## src/rtl/branch_resolve_ex.sv

```systemverilog
// ID/EX pipeline register with execute-stage branch/JAL/JALR resolution.
// Drives the fetch redirect, squashes its own wrong-path capture, and keeps branch statistics.
module branch_resolve_ex #(
  parameter int unsigned WIDTH     = 32,
  parameter int unsigned CNT_WIDTH = 16
) (
  input  logic                 clk,
  input  logic                 rst,
  input  logic                 stallE,
  input  logic                 flushE,
  input  logic                 validD,
  input  logic                 branchD,
  input  logic                 jumpD,
  input  logic                 jalrD,
  input  logic [2:0]           funct3D,
  input  logic [WIDTH-1:0]     rd1D,
  input  logic [WIDTH-1:0]     rd2D,
  input  logic [WIDTH-1:0]     immD,
  input  logic [WIDTH-1:0]     pcD,
  input  logic [WIDTH-1:0]     pcplus4D,
  output logic                 pcsrcE,
  output logic [WIDTH-1:0]     pctargetE,
  output logic [WIDTH-1:0]     linkE,
  output logic                 validE,
  output logic                 misalignE,
  output logic [CNT_WIDTH-1:0] branch_cnt,
  output logic [CNT_WIDTH-1:0] taken_cnt
);

  logic                 valid_q, valid_d;
  logic                 branch_q, branch_d;
  logic                 jump_q, jump_d;
  logic                 jalr_q, jalr_d;
  logic [2:0]           funct3_q, funct3_d;
  logic [WIDTH-1:0]     rd1_q, rd1_d;
  logic [WIDTH-1:0]     rd2_q, rd2_d;
  logic [WIDTH-1:0]     imm_q, imm_d;
  logic [WIDTH-1:0]     pc_q, pc_d;
  logic [WIDTH-1:0]     pcplus4_q, pcplus4_d;
  logic                 misalign_q, misalign_d;
  logic [CNT_WIDTH-1:0] branch_cnt_q, branch_cnt_d;
  logic [CNT_WIDTH-1:0] taken_cnt_q, taken_cnt_d;

  logic                 cond_c;
  logic                 pcsrc_c;
  logic [WIDTH-1:0]     jalr_sum_c;
  logic [WIDTH-1:0]     target_c;

  // Branch condition evaluated on the EX operands
  always_comb begin
    cond_c = 1'b0;
    case (funct3_q)
      3'b000:  cond_c = (rd1_q == rd2_q);
      3'b001:  cond_c = (rd1_q != rd2_q);
      3'b100:  cond_c = ($signed(rd1_q) <  $signed(rd2_q));
      3'b101:  cond_c = ($signed(rd1_q) >= $signed(rd2_q));
      3'b110:  cond_c = (rd1_q <  rd2_q);
      3'b111:  cond_c = (rd1_q >= rd2_q);
      default: cond_c = 1'b0;
    endcase
  end

  // Redirect decision and target; JALR takes precedence over a branch flag
  always_comb begin
    jalr_sum_c = rd1_q + imm_q;
    target_c   = jalr_q ? {jalr_sum_c[WIDTH-1:1], 1'b0} : (pc_q + imm_q);
    pcsrc_c    = valid_q & (jump_q | jalr_q | (branch_q & cond_c));
  end

  // Next-state: hold on stall, bubble on flush/redirect/invalid decode, else capture
  always_comb begin
    valid_d      = valid_q;
    branch_d     = branch_q;
    jump_d       = jump_q;
    jalr_d       = jalr_q;
    funct3_d     = funct3_q;
    rd1_d        = rd1_q;
    rd2_d        = rd2_q;
    imm_d        = imm_q;
    pc_d         = pc_q;
    pcplus4_d    = pcplus4_q;
    misalign_d   = misalign_q | (pcsrc_c & target_c[1]);
    branch_cnt_d = branch_cnt_q;
    taken_cnt_d  = taken_cnt_q;

    if (!stallE) begin
      if (flushE || pcsrc_c || !validD) begin
        valid_d   = 1'b0;
        branch_d  = 1'b0;
        jump_d    = 1'b0;
        jalr_d    = 1'b0;
        funct3_d  = 3'b000;
        rd1_d     = '0;
        rd2_d     = '0;
        imm_d     = '0;
        pc_d      = '0;
        pcplus4_d = '0;
      end else begin
        valid_d   = 1'b1;
        branch_d  = branchD;
        jump_d    = jumpD;
        jalr_d    = jalrD;
        funct3_d  = funct3D;
        rd1_d     = rd1D;
        rd2_d     = rd2D;
        imm_d     = immD;
        pc_d      = pcD;
        pcplus4_d = pcplus4D;
      end

      // Statistics count each instruction once as it leaves EX, saturating at all-ones
      if (valid_q) begin
        if (branch_q && (branch_cnt_q != {CNT_WIDTH{1'b1}})) begin
          branch_cnt_d = branch_cnt_q + CNT_WIDTH'(1);
        end
        if (pcsrc_c && (taken_cnt_q != {CNT_WIDTH{1'b1}})) begin
          taken_cnt_d = taken_cnt_q + CNT_WIDTH'(1);
        end
      end
    end
  end

  always_ff @(posedge clk or negedge rst) begin
    if (!rst) begin
      valid_q      <= 1'b0;
      branch_q     <= 1'b0;
      jump_q       <= 1'b0;
      jalr_q       <= 1'b0;
      funct3_q     <= 3'b000;
      rd1_q        <= '0;
      rd2_q        <= '0;
      imm_q        <= '0;
      pc_q         <= '0;
      pcplus4_q    <= '0;
      misalign_q   <= 1'b0;
      branch_cnt_q <= '0;
      taken_cnt_q  <= '0;
    end else begin
      valid_q      <= valid_d;
      branch_q     <= branch_d;
      jump_q       <= jump_d;
      jalr_q       <= jalr_d;
      funct3_q     <= funct3_d;
      rd1_q        <= rd1_d;
      rd2_q        <= rd2_d;
      imm_q        <= imm_d;
      pc_q         <= pc_d;
      pcplus4_q    <= pcplus4_d;
      misalign_q   <= misalign_d;
      branch_cnt_q <= branch_cnt_d;
      taken_cnt_q  <= taken_cnt_d;
    end
  end

  assign pcsrcE     = pcsrc_c;
  assign pctargetE  = target_c;
  assign linkE      = pcplus4_q;
  assign validE     = valid_q;
  assign misalignE  = misalign_q;
  assign branch_cnt = branch_cnt_q;
  assign taken_cnt  = taken_cnt_q;

endmodule

```

## config.mk

```make
export PLATFORM = sky130hd
export DESIGN_NAME = branch_resolve_ex
export DESIGN_NICKNAME = d
export VERILOG_FILES = /design/src/rtl/branch_resolve_ex.sv
export SDC_FILE = /design/constraint.sdc
export NUM_CORES = 1
export LEC_CHECK = 0
export ABC_AREA = 1
export BUFFER_PORTS_ARGS = -buffer_cell sky130_fd_sc_hd__buf_4
export CORE_MARGIN = 3
export CORE_UTILIZATION = 36
export CTS_CLUSTER_DIAMETER = 30
export DETAILED_ROUTE_END_ITERATION = 8
export PLACE_DENSITY = 0.57
export SETUP_SLACK_MARGIN = 0.2
export SLEW_MARGIN = 20
export SYNTH_ARGS = -nofsm -noshare
export SYNTH_HDL_FRONTEND = slang
export SYNTH_SLANG_ARGS = --single-unit
export TNS_END_PERCENT = 50
```

## constraint.sdc

```tcl
create_clock -name clk -period 2.8 [get_ports clk]
set_input_delay 0.56 -clock clk [delete_from_list [all_inputs] [get_ports clk]]
set_output_delay 0.56 -clock clk [all_outputs]
set_load 0.005 [all_outputs]
```

==> summary.md, run 1 <==
| Metric | Value |
|---|---|
| Final Hold Slack | 0.104 ns |
| Commonest register cell after synthesis | sky130_fd_sc_hd__dfrtp_1 |
| Initial Util | 36.8% |
| 1st-pass router iterations | 5 |
| Netlist cell types | 39 |
| Half-perimeter wire length of the detailed placement result | 32600 um |
| EDFF count, synth | 0 |
| Global Route Usage Sum | 23.4% |
| Clock root buffer master | sky130_fd_sc_hd__clkbuf_16 |
| Setup TNS after final layout | -71.09 ns |
| Maximum buffer depth of the clock tree | 2 |
| Setup Viol. Count Final | 196 |
| Clock H-tree levels | 4 |
| Clock buffers created by TritonCTS | 17 |
| Post-synthesis average cell area | 7.38 um2 |
| Worst-Skew Late Latency | 0.46 ns |
| Share of flip-flops with an asynchronous set or reset after synthesis | 100% |
| Residual DRC | 0 |
| Final period util | 122% |
| Antenna Nets Post-Route | 0 |
| Pwr per Cell Area | 392 nW/um2 |
| Share of the synthesized area in the top cell type | 39.1% |
| Die Height | 195 um |
| Area taken by flip-flops and latches | 5030 um2 |
| Share of the core filled with cells in the final layout | 58.8% |
| Proportion of layout cells with a drive suffix above 1 | 42.0% |
| Total inserted antenna cells | 0 |
| Final Routed Wirelength | 46700 um |
| Class of the tightest hold or removal check | in2async |
| Cell area after technology mapping | 12800 um2 |
| Library cell occupying the most area in the post-synthesis netlist | sky130_fd_sc_hd__dfrtp_1 |
| Total number of placement rows | 68 |
| PortBufs | 269 |
| Hold-fix buffer count after cts | 0 |
| P&R area growth vs syn | 59.8% |
| FF+latch count, synth | 200 |
| First-pass GRT wire length | 71300 um |
| Setup slack after placement | -0.354 ns |
| Final Critical Period | 3.42 ns |
| Area of the placeable core | 34800 um2 |
| Pleak | 0.0105 uW |
| Final worst clock skew | 0.0166 ns |
| Data required time of the critical path | 2.24 ns |
| Synthesized instance count | 1735 |
| Clock-pin slew on the worst setup and hold paths | 0.08 ns |
| Violations in the final reports | negative setup slack |
| Detail-routed via count per cell | 5.02 |
| CP Launch Type | flip-flop |
| Sinks on Clock Net | 200 |
| Startpoint of the most critical register-to-register path | rd1_q[2] |
| Worst-path fanout max | 4 |
| Pin count of the biggest net entering global routing | 168 |
| Area post-placement | 16600 um2 |
| Die ar. | 37900 um2 |
| Dominant cells by area after synthesis | sky130_fd_sc_hd__dfrtp_1, sky130_fd_sc_hd__nand2_1, sky130_fd_sc_hd__ha_1 |
| Setup Crit Path Kind | reg2out |
| Worst setup startpoint | imm_q[0] |
| CTS tree | built |
| Via count | 13550 |
| Category of the worst setup path capture point | output pin |
| Setup repair after global routing missed its margin | yes |
| Status | complete, but fails checks |
| Filler Cell Count | 3115 |
| Final routed wire length divided by cell count | 17.3 um |
| IR Drop Worst-Case VDD | 0.000447 V |
| Mapped Nets | 2003 |
| GR Overflow Total | 0 |
| Gp weighted congestion | 0.889 |
| Multi-input logic area | 8840 um2 |
| Design Area, Final | 20500 um2 |
| Via count of the first global-routing pass | 13406 |
| Max Fclk | 292 MHz |
| Yosys synthesis warning count | 0 |
| Number of nets in the layout | 2497 |
| Number of max-cap violations | 0 |
| Count of final hold-check violations | 0 |
| Antenna violations before repair | 0 |
| Top-level I/O count | 270 |
| Final count of pins violating max slew | 0 |
| Portion of the post-synthesis area used by sequential elements | 39.1% |
| Chip Width | 195 um |
| Worst-case headroom to the max-slew limit | 46.9% |
| Cell with the most instances after synthesis | sky130_fd_sc_hd__nand2_1 |
| Final setup slack of the worst path | -0.624 ns |
| Most frequent cells after synthesis | sky130_fd_sc_hd__nand2_1, sky130_fd_sc_hd__nand3_1, sky130_fd_sc_hd__dfrtp_1 |
| DRC marker count from the first detailed-route iteration | 756 |
| Worst slew pin tran | 0.797 ns |
| WP data arrival | 2.86 ns |
placed cells by master (no fill, tap or decap), types with 12 or more instances in the layout:
cell                        Yosys  layout
sky130_fd_sc_hd__nand2_2        3      65
sky130_fd_sc_hd__nand3_1      224     120
sky130_fd_sc_hd__xor2_1        26      26
sky130_fd_sc_hd__ha_1          95      52
sky130_fd_sc_hd__o21ai_0       98      39
sky130_fd_sc_hd__xnor2_1       17      16
sky130_fd_sc_hd__a21oi_1      120      74
sky130_fd_sc_hd__o21ai_2        0      27
sky130_fd_sc_hd__clkbuf_16      0      21
sky130_fd_sc_hd__buf_6          9      48
sky130_fd_sc_hd__nor2_1        99      86
sky130_fd_sc_hd__inv_2          0      14
sky130_fd_sc_hd__a21oi_2        1      40
sky130_fd_sc_hd__buf_12         1      24
sky130_fd_sc_hd__o21ai_1        4      34
sky130_fd_sc_hd__nand2_1      566     495
sky130_fd_sc_hd__dfrtp_1      200     176
sky130_fd_sc_hd__buf_4          0     446
sky130_fd_sc_hd__nand4_1       16      16
sky130_fd_sc_hd__ha_4           0      40
sky130_fd_sc_hd__nand3_4        0      12
sky130_fd_sc_hd__buf_16         0      13
sky130_fd_sc_hd__nand3_2        0      92
sky130_fd_sc_hd__inv_1        127     114
sky130_fd_sc_hd__dfrtp_2        0      24
final cells by class:
type / instances / area share, %
clock buffers: 18 / 2.15
repair buffers: 542 / 24.1
clock inverters: 14 / 0.801
well taps: 455 / 2.78
inverters: 129 / 2.37
flip-flops and latches: 200 / 24.6
multi-input cells: 1339 / 43.2
what timing repair did:
item	in CTS	in global routing
pin swaps	62	92
endpoints found under the setup margin	213	216
buffers inserted	31	34
resized for setup	268	281
cloned	14	5
worst max-delay path, cell delays in order, from the launching register on:
cell                      delay, ns
sky130_fd_sc_hd__dfrtp_1       0.43
sky130_fd_sc_hd__ha_4          0.19
sky130_fd_sc_hd__fa_2          0.37
sky130_fd_sc_hd__nand2_2       0.09
sky130_fd_sc_hd__nand3_2       0.09
sky130_fd_sc_hd__o21ai_4       0.08
sky130_fd_sc_hd__o21ai_2       0.09
sky130_fd_sc_hd__buf_4         0.14
sky130_fd_sc_hd__buf_6         0.12
sky130_fd_sc_hd__a21oi_4       0.15
sky130_fd_sc_hd__inv_2         0.10
sky130_fd_sc_hd__a31oi_4       0.17
sky130_fd_sc_hd__xnor2_1       0.14
sky130_fd_sc_hd__nand2_1       0.07
sky130_fd_sc_hd__nand2_1       0.07
sky130_fd_sc_hd__buf_4         0.11
layer usage:
| layer | track usage (%) | routed length [um] |
|---|---|---|
| met3 | 4.61 | 2240 |
| met4 | 5.29 | 767 |
| met5 | 0 | 0 |
| met1 | 31.8 | 21000 |
| met2 | 38.8 | 22700 |
stage by stage:
step | std cells | total power (uW)
2_1_floorplan | 1735 | 4020
3_3_place_gp | 2582 | 4930
3_5_place_dp | 2582 | 4960
4_1_cts | 2659 | 7830
5_1_grt | 2697 | 8430
6_report | 2697 | 8010
flip-flops by register name, indices dropped and copies added (netlist names):
name,flops
imm_q,32
linkE,32
pc_q,32
rd1_q,32
rd2_q,32
branch_cnt,16
taken_cnt,16
funct3_q,3
branch_q,1
jalr_q,1
jump_q,1
misalignE,1
validE,1
cells by family after synthesis:
logic type                 Yosys count  synth area share [%]
xor gates and xnor gates            43                  2.94
buffers and inverters              196                  6.81
adders and majority gates           97                  9.59
and+or+nand+nor                    938                  30.6
DFF                                200                  39.1
AOI/OAI and AO/OA                  261                  10.9
power breakdown:
part	internal (uW)	leakage, uW	switching, uW
combinational	1090	0.00754	1090
clock	1300	0.000294	1290
sequential	3060	0.00267	189
total	5450	0.0105	2560
final timing paths:
path	end	slack, ns	cells past startpoint
worst max-delay path	pctargetE[18]	-0.62	15
worst min-delay path	linkE[29]	0.10	1
worst max register to register	pc_q[26]	-0.41	26
worst min register to register	misalignE	0.46	2
max in group asynchronous	imm_q[10]	1.92	2
min in group clk	linkE[9]	0.32	3
Note: power is estimated with default switching activity, not from simulation.
==> run 2: changes to the inputs <==
Settings changed: CAP_MARGIN from default to 20, PLACE_DENSITY 0.57 to 0.63.
==> run 2 against run 1 <==
Against the previous run: the flow still finishes with violations (negative setup slack); critical endpoint is now pctargetE[2]; critical path type unchanged; register-to-register slack improved by 0.03 ns; largest cell class unchanged; clock power shrank 3%; cell count fell by 0.74%.
==> summary.md, run 2 (synthesized netlist as in run 1, its figures left out) <==
| Metric | Value |
|---|---|
| Status | complete, but fails checks |
| Violations in the final reports | negative setup slack |
| Area of the placeable core | 34800 um2 (unchanged) |
| Design Area, Final | 20800 um2 (+1.8%) |
| Setup Crit Path Kind | reg2out |
| Pwr per Cell Area | 384 nW/um2 (-2.0%) |
| Data required time of the critical path | 2.24 ns (about the same) |
| Critical path's top delay family | buffers and inverters |
| Final worst clock skew | 0.0151 ns (-0.00153 ns) |
| Global Route Usage Sum | 24.5% (+1.1 points) |
| Initial Util | 36.8% (unchanged) |
| Total number of placement rows | 68 (unchanged) |
| Final count of pins violating max slew | 0 (unchanged) |
| Pin count of the biggest net entering global routing | 168 (unchanged) |
| IR Drop Worst-Case VDD | 0.000455 V (+1.7%) |
| Antenna Nets Post-Route | 0 (unchanged) |
| Worst path max stage delay | 0.45 ns (+0.02 ns) |
| P&R area growth vs syn | 62.6% |
| Hold-fix buffer count after cts | 0 (unchanged) |
| Via count of the first global-routing pass | 13806 (+3.0%) |
| Final cell count without fillers | 2677 (-0.74%) |
| Pleak | 0.0104 uW (-0.88%) |
| Maximum buffer depth of the clock tree | 2 (unchanged) |
| Wire length the detailed router placed on met1 | 21100 um (+0.27%) |
| Gp weighted congestion | 0.927 (+4.3%) |
| CP Launch Type | flip-flop |
| Number of cells after detailed placement | 2546 (-1.4%) |
| Proportion of layout cells with a drive suffix above 1 | 44.0% (+2.0 points) |
| Category of the worst setup path capture point | output pin |
| Worst slew pin tran | 0.769 ns (-0.0277 ns) |
| Number of nets in the layout | 2477 (-0.80%) |
| Detail-routed via count per cell | 5.19 (+3.3%) |
| Count of final hold-check violations | 0 (unchanged) |
| Startpoint of the most critical register-to-register path | rd1_q[2] |
| Wire length on met3 | 2940 um (+31%) |
| Antenna violations before repair | 1 (+1) |
| Die ar. | 37900 um2 (unchanged) |
| Worst-path fanout max | 3 (-1) |
| Final routed wire length divided by cell count | 18.4 um (+6.2%) |
| Worst-case headroom to the max-slew limit | 48.7% (+1.8 points) |
| Commonest cells after routing, fill and taps aside | sky130_fd_sc_hd__nand2_1, sky130_fd_sc_hd__buf_4, sky130_fd_sc_hd__dfrtp_1 |
| CP Buf/Inv Count | 13 (+9) |
| PortBufs | 269 (unchanged) |
| Clock-pin slew on the worst setup and hold paths | 0.08 ns (about the same) |
| Die Height | 195 um (unchanged) |
| R2R Setup Slk | -0.38 ns (+0.03 ns) |
| Top layer used by detailed routing | met4 |
| Cell-by-cell trace of the critical path | nand2_2 -> inv_2 -> fa_2 -> nand2_4 -> buf_4 -> buf_6 -> buf_4 -> buf_6 -> buf_6 -> buf_6 -> buf_6 -> buf_6 -> buf_6 -> buf_6 -> buf_6 -> nand2_2 -> o22ai_2 -> buf_4 |
| WP data arrival | 2.89 ns (+0.03 ns) |
| Top-level I/O count | 270 (unchanged) |
| Final Routed Wirelength | 49200 um (+5.4%) |
| Setup repair after global routing missed its margin | yes |
| Most common cell after layout, fill and taps aside | sky130_fd_sc_hd__nand2_1 |
| Worst-Skew Late Latency | 0.47 ns (about the same) |
| GR Overflow Total | 0 (unchanged) |
| 1st-pass router iterations | 5 (unchanged) |
| Number of max-cap violations | 0 (unchanged) |
| Routed length on met2 | 24100 um (+6.4%) |
| DRC marker count from the first detailed-route iteration | 792 (+4.8%) |
| Setup Viol. Count Final | 200 (+2.0%) |
| Sinks on Clock Net | 200 (unchanged) |
| Length in cells of the worst reg-to-reg path | 26 (unchanged) |
| Clock root buffer master | sky130_fd_sc_hd__clkbuf_16 |
| Half-perimeter wire length of the detailed placement result | 32400 um (-0.76%) |
| Residual DRC | 0 (unchanged) |
| Max Fclk | 290 MHz (-0.84%) |
| Clock buffers created by TritonCTS | 17 (unchanged) |
| Area post-placement | 16300 um2 (-1.6%) |
| First-pass GRT wire length | 74600 um (+4.7%) |
| Final Critical Period | 3.45 ns (+0.0290 ns) |
| Endpoint of the lowest-slack register-to-register path | rd1_q[17] |
| Final setup slack of the worst path | -0.653 ns (-0.0290 ns) |
| Via count | 13895 (+2.5%) |
| Clock H-tree levels | 4 (unchanged) |
| Class of the tightest hold or removal check | in2async |
| Top cell by count, worst path | sky130_fd_sc_hd__buf_6 |
| Cell type of the slowest stage on the worst timing path | sky130_fd_sc_hd__dfrtp_2 |
| Chip Width | 195 um (unchanged) |
| CTS tree | built |
| Final period util | 123% (+1.0 points) |
-- run 2: cell types whose count changed in the layout (fill, tap and decap cells not counted), moves of 9 or more --
cell                      before  now
sky130_fd_sc_hd__nand2_2      65   52
sky130_fd_sc_hd__dfrtp_2      24   35
sky130_fd_sc_hd__nand3_2      92  137
sky130_fd_sc_hd__a21oi_2      40   31
sky130_fd_sc_hd__nand3_1     120   65
sky130_fd_sc_hd__buf_4       446  409
sky130_fd_sc_hd__buf_6        48   59
sky130_fd_sc_hd__nand3_4      12   22
sky130_fd_sc_hd__nand2_1     495  509
sky130_fd_sc_hd__dfrtp_1     176  165
-- run 2: cell type report --
class	instances	area (um2)
fill	2944	14000
clock buffer	20	457
antenna	1	2.50
clock inverter	11	113
sequential	200	5050
multi-input combinational	1339	9250
timing repair buffer	522	4900
inverter	129	492
tap	455	569
-- run 2: metrics by stage --
stage               setup TNS [ns]  power [uW]  hold WS, ns  util [%]  worst slack (ns)
floorplan                        0        4020        0.264         -             0.165
global placement             -3.70        4910        0.455      47.0            -0.312
detailed placement           -8.99        4940        0.450      47.0            -0.348
CTS                         -31.70        7810        0.127      56.0            -0.585
global route                -88.67        8380        0.135      59.9            -0.737
finish                      -56.10        7990       0.0965      59.9            -0.653
-- run 2: worst max path at each step --
stage / start / endpoint / slack, ns / cells after the start
finish: imm_q[0] / pctargetE[2] / -0.65 / 18
global route: imm_q[0] / pctargetE[26] / -0.74 / 16
CTS: imm_q[0] / pctargetE[20] / -0.59 / 18
detailed placement: imm_q[1] / pctargetE[15] / -0.35 / 13
global placement: imm_q[2] / pctargetE[29] / -0.31 / 13
floorplan: rd1_q[2] / pctargetE[15] / 0.17 / 12
-- run 2: layer usage --
layer	track usage (%)	vias to the layer above
li1	-	6723
met1	32.9	6674
met2	41.1	427
met3	4.42	71
met4	6.28	0
met5	0	-
-- run 2: where the power goes --
group	internal (uW)	leakage [uW]	total, uW	switching [uW]
clock	1290	0.000272	2500	1210
sequential	3060	0.00266	3260	201
combinational	1110	0.00749	2230	1120
-- run 2: what timing repair did --
item | 4_1_cts | 5_1_grt
setup buffers | 56 | 24
setup endpoints to repair | 213 | 216
pin swaps | 110 | 126
cloned | 17 | 2
gates resized for setup | 374 | 256
